$ cat src/rtl/waterfall_pkg.sv
// Shared defaults and handshake state encoding for the waterfall front end.
package waterfall_pkg;

  localparam int unsigned SAMPLE_WIDTH_DEF = 12;
  localparam int unsigned DATA_W_DEF       = 8;

  typedef enum logic [1:0] {
    S_IDLE  = 2'd0,
    S_START = 2'd1,
    S_WAIT  = 2'd2
  } hs_state_t;

endpackage

$ cat src/rtl/dc_tracker.sv
// First-order IIR DC estimate: acc += x - (acc >> DC_SHIFT), dc = acc >> DC_SHIFT.
// Only instantiated when SAMPLE_COND_DC_EN is defined.
module dc_tracker #(
  parameter int unsigned SAMPLE_WIDTH = 12,
  parameter int unsigned DC_SHIFT     = 6
) (
  input  logic                    clk,
  input  logic                    reset,
  input  logic                    in_valid,
  input  logic [SAMPLE_WIDTH-1:0] in_data,
  output logic [SAMPLE_WIDTH-1:0] dc
);

  localparam int unsigned ACC_W = SAMPLE_WIDTH + DC_SHIFT;

  logic [ACC_W-1:0]        r_acc;
  logic [SAMPLE_WIDTH-1:0] w_dc;

  assign w_dc = SAMPLE_WIDTH'(r_acc >> DC_SHIFT);
  assign dc   = w_dc;

  // Accumulator starts at mid-scale so the estimate begins at 2^(SAMPLE_WIDTH-1)
  always_ff @(posedge clk) begin
    if (reset) begin
      r_acc <= ACC_W'(1) << (ACC_W - 1);
    end else if (in_valid) begin
      r_acc <= r_acc + ACC_W'(in_data) - ACC_W'(w_dc);
    end
  end

endmodule

$ cat src/rtl/sample_conditioner.sv
// ADC decimator, DC removal, gain/saturation and start/ready handshake toward
// the sliding DFT. Define SAMPLE_COND_DC_EN to track DC with an IIR instead
// of the fixed mid-scale offset.
module sample_conditioner
  import waterfall_pkg::*;
#(
  parameter int unsigned SAMPLE_WIDTH = SAMPLE_WIDTH_DEF,
  parameter int unsigned DATA_W       = DATA_W_DEF,
  parameter int unsigned DECIM        = 4,
  parameter int unsigned DC_SHIFT     = 6,
  parameter int unsigned GAIN_SHIFT   = 1
) (
  input  logic                    clk,
  input  logic                    reset,
  input  logic [SAMPLE_WIDTH-1:0] adc_data,
  input  logic                    adc_valid,
  input  logic                    fft_ready,
  output logic                    fft_start,
  output logic [DATA_W-1:0]       fft_sample,
  output logic                    overflow,
  output logic [7:0]              drop_count,
  output logic [DATA_W-2:0]       level
);

  localparam int unsigned LOG_DECIM = $clog2(DECIM);
  localparam int unsigned CNT_W     = (LOG_DECIM > 0) ? LOG_DECIM : 1;
  localparam int unsigned SUM_W     = SAMPLE_WIDTH + LOG_DECIM;
  localparam int unsigned C_W       = SAMPLE_WIDTH + 1;
  localparam int unsigned SHIFT     = SAMPLE_WIDTH - DATA_W - GAIN_SHIFT;
  localparam int unsigned LVL_W     = DATA_W - 1;

  localparam logic signed [C_W-1:0] SAT_MAX = C_W'((1 << (DATA_W - 1)) - 1);
  localparam logic signed [C_W-1:0] SAT_MIN = ~SAT_MAX;

  logic [SUM_W-1:0]        r_acc;
  logic [SUM_W-1:0]        w_sum;
  logic [CNT_W-1:0]        r_cnt;
  logic [SAMPLE_WIDTH-1:0] r_avg;
  logic                    r_avg_valid;
  logic [SAMPLE_WIDTH-1:0] w_dc;

  logic signed [C_W-1:0]   w_centred;
  logic signed [C_W-1:0]   w_shifted;
  logic [DATA_W-1:0]       w_scaled;
  logic                    w_clip;
  logic [DATA_W-1:0]       w_neg;
  logic [LVL_W-1:0]        w_mag;
  logic [LVL_W-1:0]        w_lvl_dec;
  logic [LVL_W-1:0]        w_lvl_next;
  logic                    w_take;

  hs_state_t               r_state;
  logic [DATA_W-1:0]       r_pend;
  logic                    r_pend_valid;
  logic                    r_start;
  logic [DATA_W-1:0]       r_sample;
  logic                    r_ovf;
  logic [7:0]              r_drop;
  logic [LVL_W-1:0]        r_level;

`ifdef SAMPLE_COND_DC_EN
  dc_tracker #(
    .SAMPLE_WIDTH (SAMPLE_WIDTH),
    .DC_SHIFT     (DC_SHIFT)
  ) u_dc_tracker (
    .clk      (clk),
    .reset    (reset),
    .in_valid (r_avg_valid),
    .in_data  (r_avg),
    .dc       (w_dc)
  );
`else
  assign w_dc = SAMPLE_WIDTH'(1) << (SAMPLE_WIDTH - 1);
`endif

  assign w_sum = r_acc + SUM_W'(adc_data);

  // Boxcar decimator: the DECIMth sample is folded in directly so none is lost
  always_ff @(posedge clk) begin
    if (reset) begin
      r_acc       <= '0;
      r_cnt       <= '0;
      r_avg       <= '0;
      r_avg_valid <= 1'b0;
    end else begin
      r_avg_valid <= 1'b0;
      if (adc_valid) begin
        if (r_cnt == CNT_W'(DECIM - 1)) begin
          r_avg       <= SAMPLE_WIDTH'(w_sum >> LOG_DECIM);
          r_acc       <= '0;
          r_cnt       <= '0;
          r_avg_valid <= 1'b1;
        end else begin
          r_acc <= w_sum;
          r_cnt <= r_cnt + CNT_W'(1);
        end
      end
    end
  end

  assign w_centred = $signed({1'b0, r_avg}) - $signed({1'b0, w_dc});
  assign w_shifted = w_centred >>> SHIFT;
  assign w_take    = (r_state == S_IDLE) && r_pend_valid && fft_ready;

  // Saturate to DATA_W and derive the clipped magnitude for the peak meter
  always_comb begin
    w_scaled = w_shifted[DATA_W-1:0];
    w_clip   = 1'b0;
    if (w_shifted > SAT_MAX) begin
      w_scaled = SAT_MAX[DATA_W-1:0];
      w_clip   = 1'b1;
    end else if (w_shifted < SAT_MIN) begin
      w_scaled = SAT_MIN[DATA_W-1:0];
      w_clip   = 1'b1;
    end
    w_neg = ~w_scaled + DATA_W'(1);
    if (!w_scaled[DATA_W-1]) begin
      w_mag = w_scaled[LVL_W-1:0];
    end else if (w_neg[DATA_W-1]) begin
      w_mag = '1;
    end else begin
      w_mag = w_neg[LVL_W-1:0];
    end
    w_lvl_dec  = (r_level == '0) ? '0 : r_level - LVL_W'(1);
    w_lvl_next = (w_mag > w_lvl_dec) ? w_mag : w_lvl_dec;
  end

  // Pending slot, status flags and the start/ready handshake FSM
  always_ff @(posedge clk) begin
    if (reset) begin
      r_state      <= S_IDLE;
      r_pend       <= '0;
      r_pend_valid <= 1'b0;
      r_start      <= 1'b0;
      r_sample     <= '0;
      r_ovf        <= 1'b0;
      r_drop       <= '0;
      r_level      <= '0;
    end else begin
      if (r_avg_valid) begin
        r_pend       <= w_scaled;
        r_pend_valid <= 1'b1;
        r_level      <= w_lvl_next;
        if (w_clip) begin
          r_ovf <= 1'b1;
        end
        if (r_pend_valid && !w_take && (r_drop != 8'hFF)) begin
          r_drop <= r_drop + 8'd1;
        end
      end else if (w_take) begin
        r_pend_valid <= 1'b0;
      end

      case (r_state)
        S_IDLE: begin
          if (w_take) begin
            r_state  <= S_START;
            r_start  <= 1'b1;
            r_sample <= r_pend;
          end
        end
        S_START: begin
          if (!fft_ready) begin
            r_state <= S_WAIT;
            r_start <= 1'b0;
          end
        end
        S_WAIT: begin
          if (fft_ready) begin
            r_state <= S_IDLE;
          end
        end
        default: begin
          r_state <= S_IDLE;
          r_start <= 1'b0;
        end
      endcase
    end
  end

  assign fft_start  = r_start;
  assign fft_sample = r_sample;
  assign overflow   = r_ovf;
  assign drop_count = r_drop;
  assign level      = r_level;

endmodule

$ cat config.mk
export PLATFORM = sky130hd
export DESIGN_NAME = sample_conditioner
export DESIGN_NICKNAME = d
export VERILOG_FILES = /design/src/rtl/waterfall_pkg.sv /design/src/rtl/dc_tracker.sv /design/src/rtl/sample_conditioner.sv
export SDC_FILE = /design/constraint.sdc
export NUM_CORES = 1
export LEC_CHECK = 0
export CAP_MARGIN = 20
export CORE_ASPECT_RATIO = 1.75
export CORE_UTILIZATION = 56
export DETAILED_ROUTE_END_ITERATION = 8
export HOLD_SLACK_MARGIN = 0.15
export PLACE_DENSITY = 0.88
export SKIP_CTS_REPAIR_TIMING = 1
export SLEW_MARGIN = 5
export SYNTH_ARGS = -nofsm -noshare
export SYNTH_HDL_FRONTEND = slang
export SYNTH_SLANG_ARGS = --single-unit
$ cat constraint.sdc
create_clock -name clk -period 3.8 [get_ports clk]
set_input_delay 0.57 -clock clk [delete_from_list [all_inputs] [get_ports clk]]
set_output_delay 0.57 -clock clk [all_outputs]
set_load 0.05 [all_outputs]
==> summary.md, run 1 <==
| Metric | Value |
|---|---|
| Final Skew | 0.009281 ns |
| Required @ worst endpoint | 4.00 ns |
| CP Launch Type | flip-flop |
| Tmin final | 3.582 ns |
| Chip Height | 106.5 µm |
| Comb pwr share | 16.5% |
| # H-tree levels | 3 |
| Hold path startpoint | r_pend[5] |
| Net count, final | 496 |
| Reg2reg end | level[0] |
| Sw frac | 27.98% |
| Placeable Area | 5926 µm² |
| Vias in the first global route | 3190 |
| Clock-pin slew on the worst setup and hold paths | 0.08 ns |
| Pwr/cell area | 391.7 nW/µm² |
| Gr ovfl total | 0 |
| Dominant synthesized flop cell | dfxtp_1 |
| Synth Register Bits | 62 |
| Clock Path Buffers | 2 |
| Final setup TNS | 0 ns |
| Syn Area/Cell | 8.298 µm² |
| DR vias | 3195 |
| Post-route antenna net violation count | 0 |
| Worst Max-Slew Pin Slew | 0.8390 ns |
| Worst-case reg-to-reg path depth | 14 |
| Fraction of registers with async set or reset after synthesis | 0% |
| Psw | 453.5 µW |
| Critical Path Max Stage Delay | 0.36 ns |
| DR iter-0 viols | 148 |
| Syn Inst Count | 421 |
| Syn Std Cell Area | 3493 µm² |
| TritonRoute pass-1 iters | 4 |
| Sequential share of power | 42.7% |
| First-pass GRT wire length | 13220 µm |
| Synth Warn # | 0 |
| Hold Crit Class | reg2reg |
| Internal power | 1.167 mW |
| Total Wirelength | 7779 µm |
| # IOs | 41 |
| Worst reg2reg path startpoint | r_avg[10] |
| DR vias/cell | 5.928 |
| RSZ-0062 raised after global routing | no |
| Clock tree sinks | 62 |
| Detailed placement HPWL | 5634 µm |
| Share of the clock period used by the worst path | 94.26% |
| Worst VDD drop | 343.3 µV |
| Critical Path AT | 3.78 ns |
| WL/cell | 14.43 µm |
| Num rows | 37 |
| GPL Wtd Cong | 0.9171 |
| Leakage | 1.631 nW |
| CP max FO | 7 |
| Worst Hold End | fft_sample[5] |
| Area grow syn2layout | 18.45% |
| Crit path capture type | flip-flop |
| Run status | complete, no violations |
| Slew margin rel. | 43.99% |
| Number of cells on the worst hold path | 2 |
| Clk pwr share | 40.9% |
| CP max-delay cell | or2_2 |
| Initial Utilization | 58.95% |
| GRT Overall Usage | 26.40% |
| CP cell instances | or2_2 > a21oi_1 > ha_1 > inv_1 > or3_1 > o311a_1 > a21oi_1 > ha_1 > nand2_1 > o21ai_1 > o31ai_4 > buf_4 > mux2i_1 > a211oi_1 |
| Register area share after synthesis | 35.53% |
| TritonCTS clock tree | yes |
| R2r setup slk | 0.22 ns |
| Final setup violation count | 0 |
| Share of post-route cells with drive strength above 1 | 7.592% |
| Number of synthesized flops with an enable pin | 0 |
| Number of remaining DRC errors | 0 |
| IO Port Bufs | 40 |
| Antenna cell count | 0 |
| Post-synth net total | 461 |
| DIE WIDTH | 61.71 µm |
| Initial antenna violation count | 0 |
| Worst-Skew Late Latency | 0.35 ns |
| Full die area | 6570 µm² |
| Maxcap violations | 0 |
| Clock root cell | clkbuf_8 |
| Largest net degree at the start of global routing | 41 |
| Max Freq | 279.2 MHz |
| Hold Fails Final Rpt | 0 |
| Max-slew violation count | 0 |
| Number of distinct library cells after synthesis | 58 |
| WHS | 0.4484 ns |
| Num CTS Buffers | 9 |
| Crit path kind | reg2reg |
how the worst max path moves through the flow:
stage,end,cells after the start,from
global route,level[2],14,r_avg[10]
finish,level[0],14,r_avg[10]
detailed placement,level[4],13,r_avg[10]
floorplan,level[0],13,level[0]
global placement,level[2],13,level[0]
CTS,level[4],13,r_avg[10]
cell usage in the layout, fill, tap and decap left out, types with 11 or more instances in the layout:
cell,count
dfxtp_1,62
nor2_1,50
a21oi_1,48
nand2_1,45
clkdlybuf4s50_1,39
ha_1,23
xor2_1,14
inv_1,12
nand2b_1,11
nor2b_1,11
o21ai_0,11
layer usage:
| metal | share of wire, % | wire, µm | GRT usage (%) | up-vias |
|---|---|---|---|---|
| li1 | - | - | - | 1566 |
| met1 | 37 | 2911 | 26.60 | 1520 |
| met2 | 56 | 4327 | 46.77 | 76 |
| met3 | 2.8 | 215 | 4.866 | 33 |
| met4 | 4.2 | 324 | 16.35 | 0 |
| met5 | 0 | 0 | 0 | - |
synth_stat cells (5+ instances only):
cell / instances / area share [%]
nand2b_1: 11 / 2.0
inv_1: 12 / 1.3
o21ai_0: 12 / 1.7
nor3_1: 9 / 1.3
nand2_1: 45 / 4.8
a211oi_1: 9 / 1.9
nand3b_1: 6 / 1.3
a21oi_1: 48 / 6.9
xor2_1: 14 / 3.5
nand4_1: 7 / 1.3
xnor2_1: 8 / 2.0
ha_1: 23 / 8.2
mux2i_1: 8 / 2.3
nor2b_1: 11 / 2.0
a31oi_1: 5 / 0.90
clkbuf_1: 13 / 1.4
nor2_1: 50 / 5.4
dfxtp_1: 62 / 36
sequential cells by signal, summed over array words and instances, names as in the netlist:
signal,count
drop_count,8
fft_sample,8
fft_start,1
level,7
overflow,1
r_acc,14
r_avg,9
r_avg_valid,1
r_cnt,2
r_pend,8
r_pend_valid,1
r_state,2
final cells by class:
type	instances	area (µm²)
Clock inverter	7	102.6
Tap cell	78	97.59
Multi-Input combinational cell	327	2102
Clock buffer	9	123.9
Inverter	12	45.04
Fill cell	485	1788
Sequential cell	62	1241
Timing Repair Buffer	44	425.4
through the flow:
| step | instance area, µm² | setup WS [ns] | instances | util, % | power, mW |
|---|---|---|---|---|---|
| floorplan | 3493 | 0.2985 | 421 | - | 0.9019 |
| global placement | 3887 | 0.2615 | 521 | 65.60 | 0.9530 |
| detailed placement | 3887 | 0.02776 | 521 | 65.60 | 0.9641 |
| CTS | 4114 | 0.01741 | 537 | 69.43 | 1.623 |
| global route | 4138 | 0.05406 | 539 | 69.83 | 1.695 |
| finish | 4138 | 0.2181 | 539 | 69.83 | 1.621 |
cell families after synthesis:
family,after synthesis,share of synthesized area [%]
AOI/OAI and AO/OA,106,19.45
xor gates and xnor gates,22,5.516
adders and majority gates,24,8.811
buffers and inverters,32,4.548
DFF,62,35.53
muxes,8,2.292
and+or+nand+nor,167,23.85
critical path: cells and delay by family (launching register included):
kind / cells / cell delay (ns)
buffers and inverters: 2 / 0.24
AOI/OAI and AO/OA: 6 / 1.34
DFF: 1 / 0.35
and+or+nand+nor: 3 / 0.81
adders and majority gates: 2 / 0.50
muxes: 1 / 0.18
power groups by stage:
stage	Combinational (mW)	Clock, mW	Sequential, mW
final	0.267	0.663	0.691
after CTS	0.262	0.670	0.691
after global placement	0.249	0	0.704
after floorplan	0.199	0	0.703
after detailed placement	0.259	0	0.705
after global routing	0.298	0.702	0.695
No activity file was read; power rests on OpenSTA's default activity.
==> inputs of run 2 (changes only) <==
SKIP_CTS_REPAIR_TIMING = unset   (was 1)
==> results of run 2 <==
The final DEF is identical to that of run 1; final timing and power are the same.
